<file path="src/rtl/result_collector.sv">
// ============================================================================
//  Module   : result_collector
//  Purpose  : Gathers four convolution results into a 2x2 tile of 8-bit pixels
//             and hands the tile off with a valid/ready handshake.
//             Optional macro RESULT_SAT_EN clamps results to 0..255 instead of
//             truncating them to the low byte.
//  Revision : 1.0  initial release
// ============================================================================
`default_nettype none

module result_collector (
  input  logic                   clk,
  input  logic                   n_rst,
  input  logic                   conv_valid,
  input  logic signed [11:0]     conv_result,
  output logic                   conv_ready,
  output logic                   calc_done,
  input  logic                   tile_ready,
  output logic                   tile_valid,
  output logic [1:0][1:0][7:0]   out_pixels,
  output logic [7:0]             tile_count
);

  typedef enum logic [0:0] {
    FILL = 1'b0,
    FULL = 1'b1
  } state_t;

  state_t                 state_q, state_d;
  logic [1:0]             pos_q, pos_d;
  logic [1:0][1:0][7:0]   pix_q, pix_d;
  logic                   done_q, done_d;
  logic [7:0]             count_q, count_d;
  logic [7:0]             w_pix8;

`ifdef RESULT_SAT_EN
  always_comb begin
    w_pix8 = conv_result[7:0];
    if (conv_result[11]) begin
      w_pix8 = 8'd0;
    end else if (conv_result[10:8] != 3'd0) begin
      w_pix8 = 8'd255;
    end
  end
`else
  logic w_unused_hi;
  assign w_unused_hi = ^conv_result[11:8];

  always_comb begin
    w_pix8 = conv_result[7:0];
  end
`endif

  // conv_ready is a pure decode of the state, so it is low for the whole
  // handshake cycle and a tile can never be bypassed in zero cycles.
  assign conv_ready = (state_q == FILL);
  assign tile_valid = (state_q == FULL);
  assign calc_done  = done_q;
  assign out_pixels = pix_q;
  assign tile_count = count_q;

  always_comb begin
    state_d = state_q;
    pos_d   = pos_q;
    pix_d   = pix_q;
    done_d  = 1'b0;
    count_d = count_q;
    case (state_q)
      FILL: begin
        if (conv_valid) begin
          pix_d[pos_q[1]][pos_q[0]] = w_pix8;
          pos_d  = pos_q + 2'd1;
          done_d = 1'b1;
          if (pos_q == 2'd3) begin
            state_d = FULL;
          end
        end
      end
      FULL: begin
        if (tile_ready) begin
          state_d = FILL;
          count_d = count_q + 8'd1;
        end
      end
      default: begin
        state_d = FILL;
      end
    endcase
  end

  always_ff @(posedge clk or negedge n_rst) begin
    if (!n_rst) begin
      state_q <= FILL;
      pos_q   <= 2'd0;
      pix_q   <= '0;
      done_q  <= 1'b0;
      count_q <= 8'd0;
    end else begin
      state_q <= state_d;
      pos_q   <= pos_d;
      pix_q   <= pix_d;
      done_q  <= done_d;
      count_q <= count_d;
    end
  end

endmodule

`default_nettype wire

</file>
<file path="config.mk">
export PLATFORM = sky130hd
export DESIGN_NAME = result_collector
export DESIGN_NICKNAME = d
export VERILOG_FILES = /design/src/rtl/result_collector.sv
export SDC_FILE = /design/constraint.sdc
export NUM_CORES = 1
export LEC_CHECK = 0
export CORE_ASPECT_RATIO = 0.7
export CORE_MARGIN = 2
export CORE_UTILIZATION = 46
export DETAILED_ROUTE_END_ITERATION = 10
export HOLD_SLACK_MARGIN = 0.02
export PLACE_DENSITY = 0.79
export SLEW_MARGIN = 15
export SYNTH_ARGS = -nofsm -noshare
export SYNTH_HDL_FRONTEND = slang
export SYNTH_SLANG_ARGS = --single-unit
</file>
<file path="constraint.sdc">
create_clock -name clk -period 1.7 [get_ports clk]
set_input_delay 0.34 -clock clk [delete_from_list [all_inputs] [get_ports clk]]
set_output_delay 0.34 -clock clk [all_outputs]
set_load 0.005 [all_outputs]
</file>
# Word level (Yosys, flattened, before mapping)
# Cells that the tools add are included.
[totals]
output_inout_bits = 43
in_bits = 16
register_bits = 44
[op_classes]
order_cmp = 4
n_mux = 11
add_sub_neg = 2
n_eq_ne = 1
n_reduce_logical = 4
bitwise_logic = 1
[op_table]
columns = ["op", "count"]
rows = [
  ["32-bit bitwise mux", 1],
  ["16-bit demux with 1-bit select", 1],
  ["16-bit two-way mux", 1],
  ["8-bit by 1-bit adder with 8-bit output, second input constant", 1],
  ["8-bit demux with 1-bit select", 1],
  ["8-bit two-way mux", 1],
  ["1-bit two-way mux", 5],
  ["1-bit by 2-bit < comparator with 1-bit output, second input constant", 2],
  ["2-bit AND reduction", 2],
  ["2-bit by 1-bit adder with 2-bit output, second input constant", 1],
  ["2-bit equality test, second input constant", 1],
  ["1-bit greater-or-equal comparator, second input constant", 2],
  ["1-bit logical AND", 2],
  ["1-bit case mux with 2 select lines", 1],
  ["1-bit inverter", 1],
]

# Depth between registers and ports, before layout
# Gate-level depths: netlist of run 1.
[logic_depth]
word_depth = 7
mapped_depth = 4
mapped_depth_nobuf = 4

# Least setup slack after synthesis of run 1
# OpenSTA, ideal clock, no wires.
[synth_timing]
path_kind = "flip-flop to flip-flop"
from = "register state_q, in the netlist tile_valid"
to = "register pix_q (netlist bit out_pixels[24])"
t_arrival_ns = 1.124
slack_ns = 0.451
n_path_buf = 1
path_stages_with_launch = 5
required_ns = 1.575
cell_sequence = "dfrtp_1 nor2b_2 buf_12 nand2_8 mux2_4"
[synth_via]
elab_chain_cells = 2
[synth_lines]
columns = ["element", "line", "rtl"]
rows = [
  ["start, declared", "29", "state_t state_q, state_d;"],
  ["start signal, assigned", "99", "state_q <= state_d;"],
  ["1-bit inverter (no line)", "-", ""],
  ["2-bit AND reduction (no line)", "-", ""],
  ["end signal, assigned", "101", "pix_q <= pix_d;"],
  ["end, declared", "31", "logic [1:0][1:0][7:0] pix_q, pix_d;"],
]
# Every way passes these cells.
# A chain may end at the register's enable or synchronous reset.

# Final worst setup path of run 1
[layout_timing]
from = "register state_q, in the netlist tile_valid"
to = "output port conv_ready"
[layout_via]
elab_chain_cells = 1
[layout_lines]
columns = ["element", "line", "rtl"]
rows = [
  ["1-bit inverter (no line)", "-", ""],
  ["end, declared", "16", "output logic conv_ready,"],
]
# Every way passes these cells.

==> metrics, run 1 <==
residual DRC count=0; core area=3970 um^2; die area=4710 um^2; CTS tree=built; Area contributors post-synth=dfrtp_1, mux2_4, nand2_8; period utilization=96.3%; PortBufs=54; Die Wd=81.2 um; Setup Viol. Count Final=0; CTS Sinks=44; Final min period=1640 ps; CTS buffer count=5; Yosys top cell area share=57.4%; Max Fclk=611 MHz; Cell Rows=19; Yosys Warn Count=0; hold_buf cts=0; post_cts resized=0; crit-path max FO=5; vias in the first global route=1236; H-tree lvl count=2; fillers=255; CP Class=register to output port; first-pass GRT wire length=6.52 mm; CP startpoint kind=register; Yosys reg bits=44; Layout Utilization=66.8%; Worst setup EP type=output port; Slew @ Worst Pin=544 ps; WL final=3.86 mm; Slew HR=63.8%; RePlAce Congestion=0.739; antenna-violating nets left=0; final hold vios=0; multi-input logic area=781 um^2; static leakage=0.00125 uW; share of layout cells above drive strength 1=28.2%; Syn-to-layout area delta=38.3%; pin count of the biggest net entering global routing=45; DR WL/cell=16.9 um; initial antenna violation count=0; FF+latch area=1100 um^2; Non-Filler Instances=229; Post-Place Cells=221; drt pass-1 iters=4; Clock Path Buffers=2; hpwl dp=2.68 mm; Via density=4.83; Critical Path RT=1360 ps; Critical Path AT=1300 ps; Nets=197; starting density of the core=48.3%; IO Pins=59; synthesized area per cell=16.8 um^2; post-synthesis sequential area ratio=57.4%; Post-Syn Instances=114; status=completed; Die Height=58.0 um; Max IR drop VDD=1.02 mV; Syn Nets=135; Pwr Density=1900 nW/um^2; Setup Fix Bufs, Post-CTS=0; Hold Crit Class=primary input to async pin; RSZ-0062 raised after global routing=no; Worst-path clk slew=80 ps; max cap viols=0; n_diodes=0; Clock Skews=8.03 ps; total track usage=19.0%; Slew Limit Fails=0; post-synth top area cell=dfrtp_1; Unique masters post-synth=17; clk root buf=clkbuf_8; global route overflow=0; mapped cell area=1920 um^2; Clk Latency, worst-skew pair=290 ps; routed vias=1106; DRT iter0 DRCs=79
## routing by layer
layer	vias to the layer above	track usage (%)	part of all wire (%)
met5	-	0	0
met3	5	4.98	3.2
met2	17	28.5	49
met4	0	7.26	1.4
li1	511	-	-
met1	573	26.7	47
## synthesized netlist by cell type
library cell / n
xnor2_1: 3
nor2_1: 2
and2_2: 1
nor2b_2: 1
buf_12: 1
inv_1: 4
nand3_1: 1
nor3_1: 2
mux2_2: 1
nand2_1: 4
ha_1: 5
o21ai_0: 2
dfrtp_1: 44
nand4_1: 2
mux2_4: 32
xor2_1: 5
nand2_8: 4
## where the power goes
group          internal [uW]  switching, uW
sequential              1530            345
clock                    518            343
combinational           1580            721
total                   3630           1410
## layout by cell type, fill, tap and decap left out, drive strengths merged, types with 3 or more instances in the layout
cell	n
clkbuf	7
clkdlybuf4s50	53
dfrtp	44
inv	4
nand2	8
buf	3
ha	5
mux2	33
xor2	5
xnor2	3
## cell type report
class | instances | share of cell area, %
timing repair buffer | 56 | 21.2
clock buffer | 7 | 3.63
sequential | 44 | 41.5
tap | 52 | 2.45
clock inverter | 1 | 1.13
inverter | 4 | 0.566
multi-input combinational | 65 | 29.4
## stage by stage
stage                     setup slack [ps]  area, um^2  total power, uW  hold slack [ps]  TNS (ps)
after floorplan                        451        1920             3000             44.4         0
after global placement               -9.52        2520             4130              432     -66.7
after detailed placement             -17.5        2520             4200              447      -120
after CTS                             52.2        2650             5090              124         0
after global routing                  4.79        2650             5320              166         0
final                                 62.8        2650             5040              114         0
## path summary, 6_finish.rpt
| path | from | to | slack, ps | depth (start not counted) |
|---|---|---|---|---|
| worst max-delay path | tile_valid | conv_ready | 60 | 2 |
| worst min register to register | tile_count[7] | tile_count[7] | 470 | 1 |
| worst max register to register | pos_q[0] | out_pixels[22] | 320 | 4 |
| min in group clk | tile_count[7] | tile_count[7] | 470 | 1 |
| worst min-delay path | n_rst | tile_count[2] | 110 | 2 |
| max in group asynchronous | n_rst | out_pixels[11] | 1220 | 2 |
## logic make-up after synthesis
family	after synthesis	synth area share (%)
AO/OA/AOI/OAI	2	0.522
buffers and inverters	5	1.83
flip-flops	44	57.4
adder cells (fa/ha/maj)	5	3.26
multiplexers	33	25.7
XOR/XNOR	8	3.66
AND/OR/NAND/NOR	17	7.64
## flip-flops by register name (all words and copies together), names as in the netlist
register	flops
tile_count	8
pos_q	2
out_pixels	32
calc_done	1
tile_valid	1
## critical path, cell delays in order (launching register included)
cell and delay, ps:
dfrtp_1 430, inv_1 90, clkdlybuf4s50_1 490
Note: power is estimated with default switching activity, not from simulation.
==> inputs of run 2 (changes only) <==
Settings changed: CORE_ASPECT_RATIO 0.7 to not set, CORE_UTILIZATION 46 to 40, PLACE_DENSITY 0.79 to 0.7.
==> run 2 against run 1 <==
Against the previous run:
- via count is 1.7% higher
- non-clock buffer count is 2 higher
- largest cell class unchanged
- global-route usage is 3.0 points lower
- fmax hardly changed
==> metrics, run 2 (synthesis gave the netlist of run 1 again) <==
status=completed; RSZ-0062 raised after global routing=no; routed vias=1125; Critical Path RT=1360 ps; Post-DP Area=2530 um^2; Clock Skews=14.3 ps; Clock Path Buffers=2; die area=5360 um^2; DP Worst Slack=4.16 ps; Die Height=73.2 um; n_diodes=0; antenna-violating nets left=0; first-pass GRT wire length=6.22 mm; pin count of the biggest net entering global routing=45; WL final=3.95 mm; Max Fclk=611 MHz; Via density=4.83; drt pass-1 iters=2; Worst R2R Path Depth=5; Worst setup EP type=output port; Hold Crit Class=primary input to async pin; CP Class=register to output port; Clk Latency, worst-skew pair=310 ps; Nets=199; Max IR drop VDD=0.862 mV; residual DRC count=0; Worst setup endpoint=tile_count[0]; PortBufs=54; R2R setup slack=270 ps; Slew @ Worst Pin=542 ps; clk root buf=clkbuf_8; most common cell after layout, fill and taps aside=clkdlybuf4s50_1; Critical Path AT=1300 ps; Gate power share=46.3%; sw frac=28.9%; max reg flops=32; share of layout cells above drive strength 1=29.1%; Cell Rows=25; Internal=3570 uW; hpwl dp=2.79 mm; RR Startpoint=tile_valid; IO Pins=59; H-tree lvl count=2; Slew Limit Fails=0; Final Cell Area=2660 um^2; DR WL/cell=17.0 um; RePlAce Congestion=0.751; delay-heaviest family, CP=buffers and inverters; worst path cell trace=clkdlybuf4s50_1; CP max-delay cell=clkdlybuf4s50_1; CP Buf/Inv Count=1; Setup WS post-layout=63.5 ps; Syn-to-layout area delta=38.8%; final hold vios=0; Slew HR=63.9%; Setup Viol. Count Final=0; max cap viols=0; worst r2r dst=out_pixels[5]; critical path depth=1; initial antenna violation count=0; Clock power frac=16.4%; core area=4660 um^2; Die Wd=73.2 um; total track usage=16.0%; period utilization=96.3%; DRT iter0 DRCs=91; static leakage=0.00126 uW; CTS Sinks=44; Seq pwr share=37.2%; crit-path max cell delay=550 ps; Pwr Density=1890 nW/um^2; CP startpoint kind=register; most frequent cells in the layout=clkdlybuf4s50_1, dfrtp_1, mux2_4; starting density of the core=41.1%; Worst-path clk slew=100 ps; CTS buffer count=5; Final min period=1640 ps; setup TNS=0 ps; crit-path max FO=5; hold_buf cts=0; Psw=1450 uW; vias in the first global route=1106; Worst Setup SP=tile_count[0]; CTS tree=built; global route overflow=0
## run 2: metrics by stage
| stage | power (uW) | hold slack (ps) | utilization (%) | instances |
|---|---|---|---|---|
| floorplan | 3000 | 44.4 | - | 114 |
| global placement | 4130 | 433 | 54.4 | 224 |
| detailed placement | 4220 | 449 | 54.4 | 224 |
| CTS | 5060 | 119 | 56.9 | 232 |
| global route | 5330 | 146 | 57.1 | 233 |
| finish | 5020 | 97.5 | 57.1 | 233 |
## run 2: worst reg2reg max path, stage by stage, from the launching register on
cell	delay, ps
dfrtp_1	430
buf_4	150
nor2b_2	150
buf_12	170
nand2_8	100
mux2_4	320
## run 2: worst min-delay path by stage
stage	startpoint	endpoint	depth (start not counted)	slack (ps)
2_1_floorplan	n_rst	calc_done	0	40
3_3_place_gp	n_rst	out_pixels[5]	2	430
3_5_place_dp	n_rst	out_pixels[31]	2	450
4_1_cts	n_rst	out_pixels[7]	2	120
5_1_grt	n_rst	out_pixels[19]	2	150
6_report	n_rst	out_pixels[0]	2	100
## run 2: area by class of cell
class / instances / area [um^2]
Clock buffer: 5 / 68.8
Inverter: 4 / 15.0
Clock inverter: 3 / 46.3
Multi-Input combinational cell: 65 / 781
Tap cell: 54 / 67.6
Fill cell: 369 / 2000
Timing Repair Buffer: 58 / 581
Sequential cell: 44 / 1100
## run 2: power groups by stage
stage | clock [uW] | combinational, uW | sequential [uW]
2_1_floorplan | 0 | 1140 | 1860
3_3_place_gp | 0 | 2270 | 1860
3_5_place_dp | 0 | 2340 | 1890
4_1_cts | 831 | 2350 | 1880
5_1_grt | 875 | 2500 | 1950
6_report | 824 | 2320 | 1870
## run 2: metal layers
layer	track usage, %	share of wire [%]	vias to the layer above
li1	-	-	517
met4	4.94	1.4	0
met2	23.5	45	47
met3	6.22	9.0	7
met5	0	0	-
met1	21.8	44	554
## run 2: timing repair
item                                    CTS  global route
resized for setup                         0             1
endpoints found under the setup margin    0             1
hold endpoints to repair                  0             0
setup buffers                             0             1
